===== config.mk =====
export PLATFORM = sky130hd
export DESIGN_NAME = svc_fb_rd_arb
export DESIGN_NICKNAME = d
export VERILOG_FILES = /design/src/rtl/svc_fb_rd_arb.sv
export SDC_FILE = /design/constraint.sdc
export NUM_CORES = 1
export LEC_CHECK = 0
export ABC_AREA = 1
export BUFFER_PORTS_ARGS = -buffer_cell sky130_fd_sc_hd__clkbuf_2
export CAP_MARGIN = 25
export CORE_UTILIZATION = 35
export DETAILED_ROUTE_END_ITERATION = 8
export PLACE_DENSITY = 0.74
export SLEW_MARGIN = 15
export SYNTH_ARGS = -nofsm -noshare
export SYNTH_HDL_FRONTEND = slang
export SYNTH_SLANG_ARGS = --single-unit
export TNS_END_PERCENT = 5

===== constraint.sdc =====
create_clock -name clk -period 5.4 [get_ports clk]
set_clock_uncertainty 0.05 [all_clocks]
set_input_delay 0.54 -clock clk [delete_from_list [all_inputs] [get_ports clk]]
set_output_delay 0.54 -clock clk [all_outputs]
set_load 0.005 [all_outputs]

===== src/rtl/svc_fb_rd_arb.sv =====
`default_nettype none
// ============================================================================
//  Module      : svc_fb_rd_arb
//  Description : Two-port AXI read-channel arbiter. Merges two upstream AR
//                channels onto one downstream AR channel and routes the
//                shared R channel back using the MSB of the downstream ID.
//                Each port has an outstanding-burst counter; a port whose
//                counter has reached its maximum is not granted.
//  Revision    : 1.0 - initial release
// ----------------------------------------------------------------------------
//  Ports
//    clk, rst          : clock, asynchronous active-high reset
//    s_axi_ar*         : two upstream AR channels, port i in slice i
//    s_axi_r*          : upstream R channel; rvalid/rready per port,
//                        rid/rdata/rresp/rlast shared
//    m_axi_ar*         : registered downstream AR channel,
//                        arid = {port index, upstream arid}
//    m_axi_r*          : downstream R channel
//  Configuration
//    SVC_FB_RD_ARB_PRIO_EN : when defined, port 0 has fixed priority;
//                            otherwise the two ports are served round-robin.
// ============================================================================
module svc_fb_rd_arb #(
    parameter int AXI_ADDR_WIDTH    = 16,
    parameter int AXI_DATA_WIDTH    = 16,
    parameter int AXI_ID_WIDTH      = 4,
    parameter int OUTSTANDING_WIDTH = 3
) (
    input  logic                            clk,
    input  logic                            rst,
    // upstream AR
    input  logic [1:0]                      s_axi_arvalid,
    input  logic [2*(AXI_ID_WIDTH-1)-1:0]   s_axi_arid,
    input  logic [2*AXI_ADDR_WIDTH-1:0]     s_axi_araddr,
    input  logic [15:0]                     s_axi_arlen,
    input  logic [5:0]                      s_axi_arsize,
    input  logic [3:0]                      s_axi_arburst,
    output logic [1:0]                      s_axi_arready,
    // upstream R
    output logic [1:0]                      s_axi_rvalid,
    output logic [AXI_ID_WIDTH-2:0]         s_axi_rid,
    output logic [AXI_DATA_WIDTH-1:0]       s_axi_rdata,
    output logic [1:0]                      s_axi_rresp,
    output logic                            s_axi_rlast,
    input  logic [1:0]                      s_axi_rready,
    // downstream AR
    output logic                            m_axi_arvalid,
    output logic [AXI_ID_WIDTH-1:0]         m_axi_arid,
    output logic [AXI_ADDR_WIDTH-1:0]       m_axi_araddr,
    output logic [7:0]                      m_axi_arlen,
    output logic [2:0]                      m_axi_arsize,
    output logic [1:0]                      m_axi_arburst,
    input  logic                            m_axi_arready,
    // downstream R
    input  logic                            m_axi_rvalid,
    input  logic [AXI_ID_WIDTH-1:0]         m_axi_rid,
    input  logic [AXI_DATA_WIDTH-1:0]       m_axi_rdata,
    input  logic [1:0]                      m_axi_rresp,
    input  logic                            m_axi_rlast,
    output logic                            m_axi_rready
);

    localparam int IW = AXI_ID_WIDTH - 1;
    localparam int AW = AXI_ADDR_WIDTH;
    localparam int OW = OUTSTANDING_WIDTH;

    localparam logic [OW-1:0] c_cnt_max = '1;
    localparam logic [OW-1:0] c_cnt_one = OW'(1);

    // ------------------------------------------------------------------
    // State
    // ------------------------------------------------------------------
    logic                    arvalid_q, arvalid_d;
    logic [AXI_ID_WIDTH-1:0] arid_q,    arid_d;
    logic [AW-1:0]           araddr_q,  araddr_d;
    logic [7:0]              arlen_q,   arlen_d;
    logic [2:0]              arsize_q,  arsize_d;
    logic [1:0]              arburst_q, arburst_d;
    logic [1:0][OW-1:0]      cnt_q,     cnt_d;
`ifndef SVC_FB_RD_ARB_PRIO_EN
    logic                    last_q,    last_d;
`endif

    // ------------------------------------------------------------------
    // Combinational nets
    // ------------------------------------------------------------------
    logic       w_ar_load;
    logic [1:0] w_eligible;
    logic       w_grant;
    logic       w_grant_sel;
    logic       w_r_port;
    logic       w_r_last_hs;
    logic [1:0] w_inc;
    logic [1:0] w_dec;

    // ------------------------------------------------------------------
    // AR arbitration
    // ------------------------------------------------------------------
    always_comb begin
        // The output register can take a new request whenever it is empty
        // or is being drained this cycle, which gives 1 AR per cycle.
        w_ar_load = !arvalid_q || m_axi_arready;

        for (int i = 0; i < 2; i++) begin
            w_eligible[i] = s_axi_arvalid[i] && (cnt_q[i] != c_cnt_max);
        end

`ifdef SVC_FB_RD_ARB_PRIO_EN
        w_grant_sel = !w_eligible[0];
`else
        // On a tie, serve the port that was not granted last.
        w_grant_sel = (&w_eligible) ? ~last_q : w_eligible[1];
`endif

        // Ready is suppressed while reset is asserted even though the empty
        // output register would otherwise look loadable.
        w_grant = w_ar_load && (|w_eligible) && !rst;

        s_axi_arready = 2'b00;
        if (w_grant) begin
            s_axi_arready = w_grant_sel ? 2'b10 : 2'b01;
        end
    end

    always_comb begin
        arvalid_d = arvalid_q;
        arid_d    = arid_q;
        araddr_d  = araddr_q;
        arlen_d   = arlen_q;
        arsize_d  = arsize_q;
        arburst_d = arburst_q;
`ifndef SVC_FB_RD_ARB_PRIO_EN
        last_d    = last_q;
`endif

        if (w_ar_load) begin
            arvalid_d = |w_eligible;
        end

        if (w_grant) begin
            if (w_grant_sel) begin
                arid_d    = {1'b1, s_axi_arid[2*IW-1:IW]};
                araddr_d  = s_axi_araddr[2*AW-1:AW];
                arlen_d   = s_axi_arlen[15:8];
                arsize_d  = s_axi_arsize[5:3];
                arburst_d = s_axi_arburst[3:2];
            end else begin
                arid_d    = {1'b0, s_axi_arid[IW-1:0]};
                araddr_d  = s_axi_araddr[AW-1:0];
                arlen_d   = s_axi_arlen[7:0];
                arsize_d  = s_axi_arsize[2:0];
                arburst_d = s_axi_arburst[1:0];
            end
`ifndef SVC_FB_RD_ARB_PRIO_EN
            last_d = w_grant_sel;
`endif
        end
    end

    // ------------------------------------------------------------------
    // R routing (purely combinational, steered by the ID MSB)
    // ------------------------------------------------------------------
    always_comb begin
        w_r_port     = m_axi_rid[AXI_ID_WIDTH-1];
        s_axi_rvalid = {m_axi_rvalid && w_r_port, m_axi_rvalid && !w_r_port};
        m_axi_rready = s_axi_rready[w_r_port];
        s_axi_rid    = m_axi_rid[IW-1:0];
        s_axi_rdata  = m_axi_rdata;
        s_axi_rresp  = m_axi_rresp;
        s_axi_rlast  = m_axi_rlast;
        w_r_last_hs  = m_axi_rvalid && m_axi_rready && m_axi_rlast;
    end

    // ------------------------------------------------------------------
    // Outstanding-burst counters
    // ------------------------------------------------------------------
    always_comb begin
        cnt_d = cnt_q;
        for (int i = 0; i < 2; i++) begin
            w_inc[i] = s_axi_arvalid[i] && s_axi_arready[i];
            w_dec[i] = w_r_last_hs && (w_r_port == 1'(i));
            if (w_inc[i] && !w_dec[i]) begin
                cnt_d[i] = cnt_q[i] + c_cnt_one;
            end else if (w_dec[i] && !w_inc[i] && (cnt_q[i] != '0)) begin
                // A stray rlast with nothing outstanding is ignored.
                cnt_d[i] = cnt_q[i] - c_cnt_one;
            end
        end
    end

    // ------------------------------------------------------------------
    // Registers
    // ------------------------------------------------------------------
    always_ff @(posedge clk or posedge rst) begin
        if (rst) begin
            arvalid_q <= 1'b0;
            arid_q    <= '0;
            araddr_q  <= '0;
            arlen_q   <= '0;
            arsize_q  <= '0;
            arburst_q <= '0;
            cnt_q     <= '0;
`ifndef SVC_FB_RD_ARB_PRIO_EN
            // Pointing at port 1 lets port 0 win the first tie.
            last_q    <= 1'b1;
`endif
        end else begin
            arvalid_q <= arvalid_d;
            arid_q    <= arid_d;
            araddr_q  <= araddr_d;
            arlen_q   <= arlen_d;
            arsize_q  <= arsize_d;
            arburst_q <= arburst_d;
            cnt_q     <= cnt_d;
`ifndef SVC_FB_RD_ARB_PRIO_EN
            last_q    <= last_d;
`endif
        end
    end

    assign m_axi_arvalid = arvalid_q;
    assign m_axi_arid    = arid_q;
    assign m_axi_araddr  = araddr_q;
    assign m_axi_arlen   = arlen_q;
    assign m_axi_arsize  = arsize_q;
    assign m_axi_arburst = arburst_q;

endmodule
`default_nettype wire


# Word-level counts from Yosys, hierarchy flattened

Index checks and enable logic that the tools add are counted.

Flip-flop bits (word level): 41
Bits in latches: 0
Bits in writable memories: 0
Memory bits (read-only): 0
Bits of input ports: 95
Output and inout bits: 61
Memories kept: 0

Add/sub/neg operators: 4
Multiply operators: 0
Divide/modulo/power cells: 0
$lt $le $gt $ge: 1
Eq/ne operators: 2
Shift-type cells: 0
Multiplexer cells: 14
Bitwise operators: 2
Reductions and logical operators: 32

Operators with widths:

| kind                                                | count |
|---|---|
| logical AND 1 bit                                   | 18 |
| two-way mux 16 bit                                  | 1 |
| two-way mux 3 bit                                   | 5 |
| two-way mux 8 bit                                   | 1 |
| zero test 1 bit                                     | 7 |
| adder 3 x 1 -> 3 bit (second input constant)        | 2 |
| two-way mux 2 bit                                   | 3 |
| != test 3 bit (second input constant)               | 2 |
| nonzero test 3 bit                                  | 2 |
| subtractor 3 x 1 -> 3 bit (second input constant)   | 2 |
| two-way mux 4 bit                                   | 1 |
| nonzero test 2 bit                                  | 2 |
| two-way mux 1 bit                                   | 3 |
| < comparator 1 x 2 -> 1 bit (second input constant) | 1 |
| NOT 1 bit                                           | 2 |
| AND reduction 2 bit                                 | 1 |
| OR reduction 2 bit                                  | 1 |
| logical OR 1 bit                                    | 1 |

# Logic depth before layout (Yosys ltp)

Word-level depth: 12
Mapped depth: 12

# Worst setup path before layout

Ideal clock, no wire load.

Kind: input -> register
Start point: in m_axi_arready
End point: reg cnt_q[5] (netlist name)
Data arrival time: 1.746 ns
Required time: 5.234 ns
Setup slack: 3.487 ns
Cell stages on the path: 10
Buffers on the path: 0
Cells stage by stage: inv_1 a21oi_4 nand2_4 nor2_8 nand2_2 fa_1 inv_1 nand3_1 nand3_1 nand2_1

Longest elaborated chain between the ends: 9
Elaborated cells on any way between the ends: 11
Classes of those cells: mux (2); reduce/logical (9)

Ends and longest elaborated chain:

| element                             | RTL line | text |
|---|---|---|
| from (decl)                         | 53       | `input logic m_axi_arready,` |
| logical OR 1 bit *                  | 102      | `w_ar_load = !arvalid_q \|\| m_axi_arready;` |
| logical AND 1 bit * (2 in series)   | 117      | `w_grant = w_ar_load && (\|w_eligible) && !rst;` |
| two-way mux 2 bit *                 | 120      | `if (w_grant) begin` |
| logical AND 1 bit *                 | 180      | `w_inc[i] = s_axi_arvalid[i] && s_axi_arready[i];` |
| zero test 1 bit                     | 184      | `end else if (w_dec[i] && !w_inc[i] && (cnt_q[i] != '0)) begin` |
| logical AND 1 bit (2 in series)     | 184      |  |
| nonzero test 2 bit (no source line) | -        |  |
| to (signal assigned)                | 214      | `cnt_q <= cnt_d;` |
| to (decl)                           | 79       | `logic [1:0][OW-1:0] cnt_q, cnt_d;` |

Mark *: on every way between the ends. The rest lies on a longest branch, timed or not.
A chain may end at the register's enable or synchronous reset.

# Final worst setup path

Start point: reg cnt_q[3] (netlist name)
End point: out s_axi_arready[1]

Longest elaborated chain between the ends: 6
Elaborated cells on any way between the ends: 9
Classes of those cells: eq/ne (1); mux (3); reduce/logical (5)

Ends and longest elaborated chain:

| element                                                          | RTL line | text |
|---|---|---|
| != test 3 bit *                                                  | 105      | `w_eligible[i] = s_axi_arvalid[i] && (cnt_q[i] != c_cnt_max);` |
| logical AND 1 bit *                                              | 105      |  |
| AND reduction 2 bit / OR reduction 2 bit (equally long branches) | 112, 117 |  |
| two-way mux 1 bit / logical AND 1 bit (equally long branches)    | 112, 117 |  |
| two-way mux 2 bit / logical AND 1 bit (equally long branches)    | 121, 117 |  |
| two-way mux 2 bit *                                              | 120      |  |
| to (decl)                                                        | 38       | `output logic [1:0] s_axi_arready,` |

Marks and branches as above.

==> reports/metrics.yaml <==
worst_setup_path:
  endpoint: "s_axi_arready[1]"
  crit_start: "cnt_q[3]"
  r2r-end: "cnt_q[5]"
  cp-start-kind: "flip-flop"
  cp_cell_sequence: "nand3_1 -> nand2_2 -> nand2_2 -> nand2_4 -> nor2_8 -> clkbuf_2"
  endpoint_kind: "primary output"
  cp.required_ps: 4810
  rrSetupSlack_ps: 2860
  worst_path_max_delay_cell: "nor2_8"
  crit_type: "reg2out"
  reg2regPathDepth: 11
  crit_path_max_fanout: 35
  crit_top_cell: "nand2_2"
  max_stage_delay_ps: 470
  arrival_ps: 1980
  r2r-start: "cnt_q[3]"
worst_hold_path:
  holdCritPathClass: "in2async"
cts:
  clk_pin_slew_ps: 70
  numCtsBuffers: 5
  cts_hold_buf: 0
  clk_latency_ps: 280
  clock-root-buffer: "clkbuf_8"
  cts.sinks: 41
  clock_path_buffers: 2
  cts_max_level: 2
  cts_setup_buffers: 0
  cts_resized: 0
  tritoncts: "done"
place:
  port_buffers: 113
  place_inst: 433
  hpwlAfterDp_mm: 3.570
  dp_slack_ps: 2645
  place_congestion: 0.7591
finish:
  synthToLayoutAreaGrowth_pct: 24.59
  antenna_cells: 0
  n_fill_cell: 627
  drive_above_1_share_pct: 36.34
  instances_no_fill: 441
  layout_common_cells: "nand2_1, clkbuf_2, nand3_1, dfrtp_1, inv_1"
  final_common_cell: "nand2_1"
  fin_nets: 462
floorplan:
  floorplan.initialDensity_pct: 36.61
  dieWidth_um: 81.16
  rows: 28
  dieArea_um2: 6587
  ioPinCount: 156
  core_area_um2: 5991
  chipHeight_um: 81.16
route:
  drtIter0Drc: 61
  drt-pass1-iter-count: 4
  drtAntennaViolNets: 0
  vias: 2003
  drc: 0
  wl_per_cell_um: 10.66
  vias_per_cell: 4.542
  wl_mm: 4.701
synth:
  synth_area_per_cell_um2: 7.947
  synth-seq-cells: 41
  synth_seq_area_share_pct: 46.83
  synth_area_um2: 2193
  synth.distinct_cells: 22
  syn-instance-count: 276
  syn_nets: 373
  ys.warnings.count: 0
power:
  vdd_ir_drop_max_uv: 143.2
  leakagePower_uw: 0.001572
  p_per_area_nw_per_um2: 398.3
timing:
  worstMarginPinSlew_ps: 815.6
  layout_setup_ws_ps: 2828
  fmax_mhz: 388.8
  finalCritPeriodShare_pct: 47.63
  hold_viol: 0
  min_period_ps: 2572
  slew_headroom_pct: 45.55
  rsz0062_at_grt: "false"
  finalSetupViolCount: 0
  tns_ps: 0
  final-max-slew-violation-count: 0
global_route:
  gr-total-overflow: 0
  grt_max_degree: 42
  grt_pass1_wl_mm: 7.500
  first_global_vias: 1751
  grt_usage_pct: 14.79
  antenna_found_initial: 0
run_status:
  status: "completed"
run:
  maxCapViolations: 0
## layout make-up
type	instances	area [um^2]	area share, %
repair buffers	113	565.5	20.70
inverters	17	65.06	2.381
multi-input cells	187	864.6	31.64
clock buffers	7	86.33	3.159
well taps	75	93.84	3.434
clock inverters	1	30.03	1.099
flip-flops and latches	41	1027	37.59
## metrics by stage
stage                     hold WS, ps  cell area (um^2)  utilization [%]  power, uW
after floorplan                 397.6              2193                -      707.8
after global placement          411.8              2616            43.67      837.4
after detailed placement        423.6              2616            43.67      852.5
after CTS                       393.9              2733            45.61       1110
after global routing            404.4              2733            45.61       1187
final                           380.4              2733            45.61       1088
## logic make-up (layout without fill, tap and decap cells)
family | count (synthesis) | in the layout | synth area share (%)
DFF | 41 | 41 | 46.83
and+or+nand+nor | 181 | 181 | 36.00
buffers and inverters | 48 | 138 | 13.75
adders and majority gates | 2 | 2 | 1.826
AOI/OAI and AO/OA | 4 | 4 | 1.598
## worst min path at each step
stage	startpoint	endpoint	slack, ps	cells after the start
final	rst	m_axi_arvalid	380	2
after global routing	s_axi_araddr[14]	m_axi_araddr[14]	400	3
after CTS	s_axi_arburst[1]	m_axi_arburst[1]	390	3
after detailed placement	last_q	last_q	420	2
after global placement	last_q	last_q	410	2
after floorplan	last_q	last_q	400	2
## routing by layer
metal / part of all wire (%) / track usage (%) / up-vias
li1: - / - / 1017
met1: 44 / 17.14 / 893
met2: 48 / 25.88 / 79
met3: 6.7 / 4.045 / 14
met4: 1.4 / 5.536 / 0
met5: 0 / 0 / -
## worst max-delay path: cells and delay by family, from the launching register on
kind | cells | cell delay [ps]
buffers and inverters | 1 | 200
AND/OR/NAND/NOR | 5 | 1040
flip-flops | 1 | 450
## power by group
part / switching (uW) / internal (uW)
Sequential: 72.8 / 418
Clock: 99.4 / 151
Combinational: 182 / 166
## cells in the mapped netlist, drive strengths merged
cell type / n / area share (%)
inv: 16 / 2.7
dfstp: 1 / 1.2
buf: 31 / 11
fa: 2 / 1.8
o31ai: 1 / 0.34
a31oi: 1 / 0.29
dfrtp: 40 / 46
nor2: 3 / 1.3
nand2: 132 / 24
o21ai: 1 / 0.23
clkinv: 1 / 0.23
nand3: 44 / 10
a21oi: 1 / 0.74
nand4: 2 / 0.86
## registers in the layout, summed over array words and instances (netlist names)
register and flops:
m_axi_arburst 2, last_q 1, m_axi_arvalid 1, m_axi_arid 4, cnt_q 6, m_axi_araddr 16, m_axi_arlen 8, m_axi_arsize 3
Note: power is estimated with default switching activity, not from simulation.
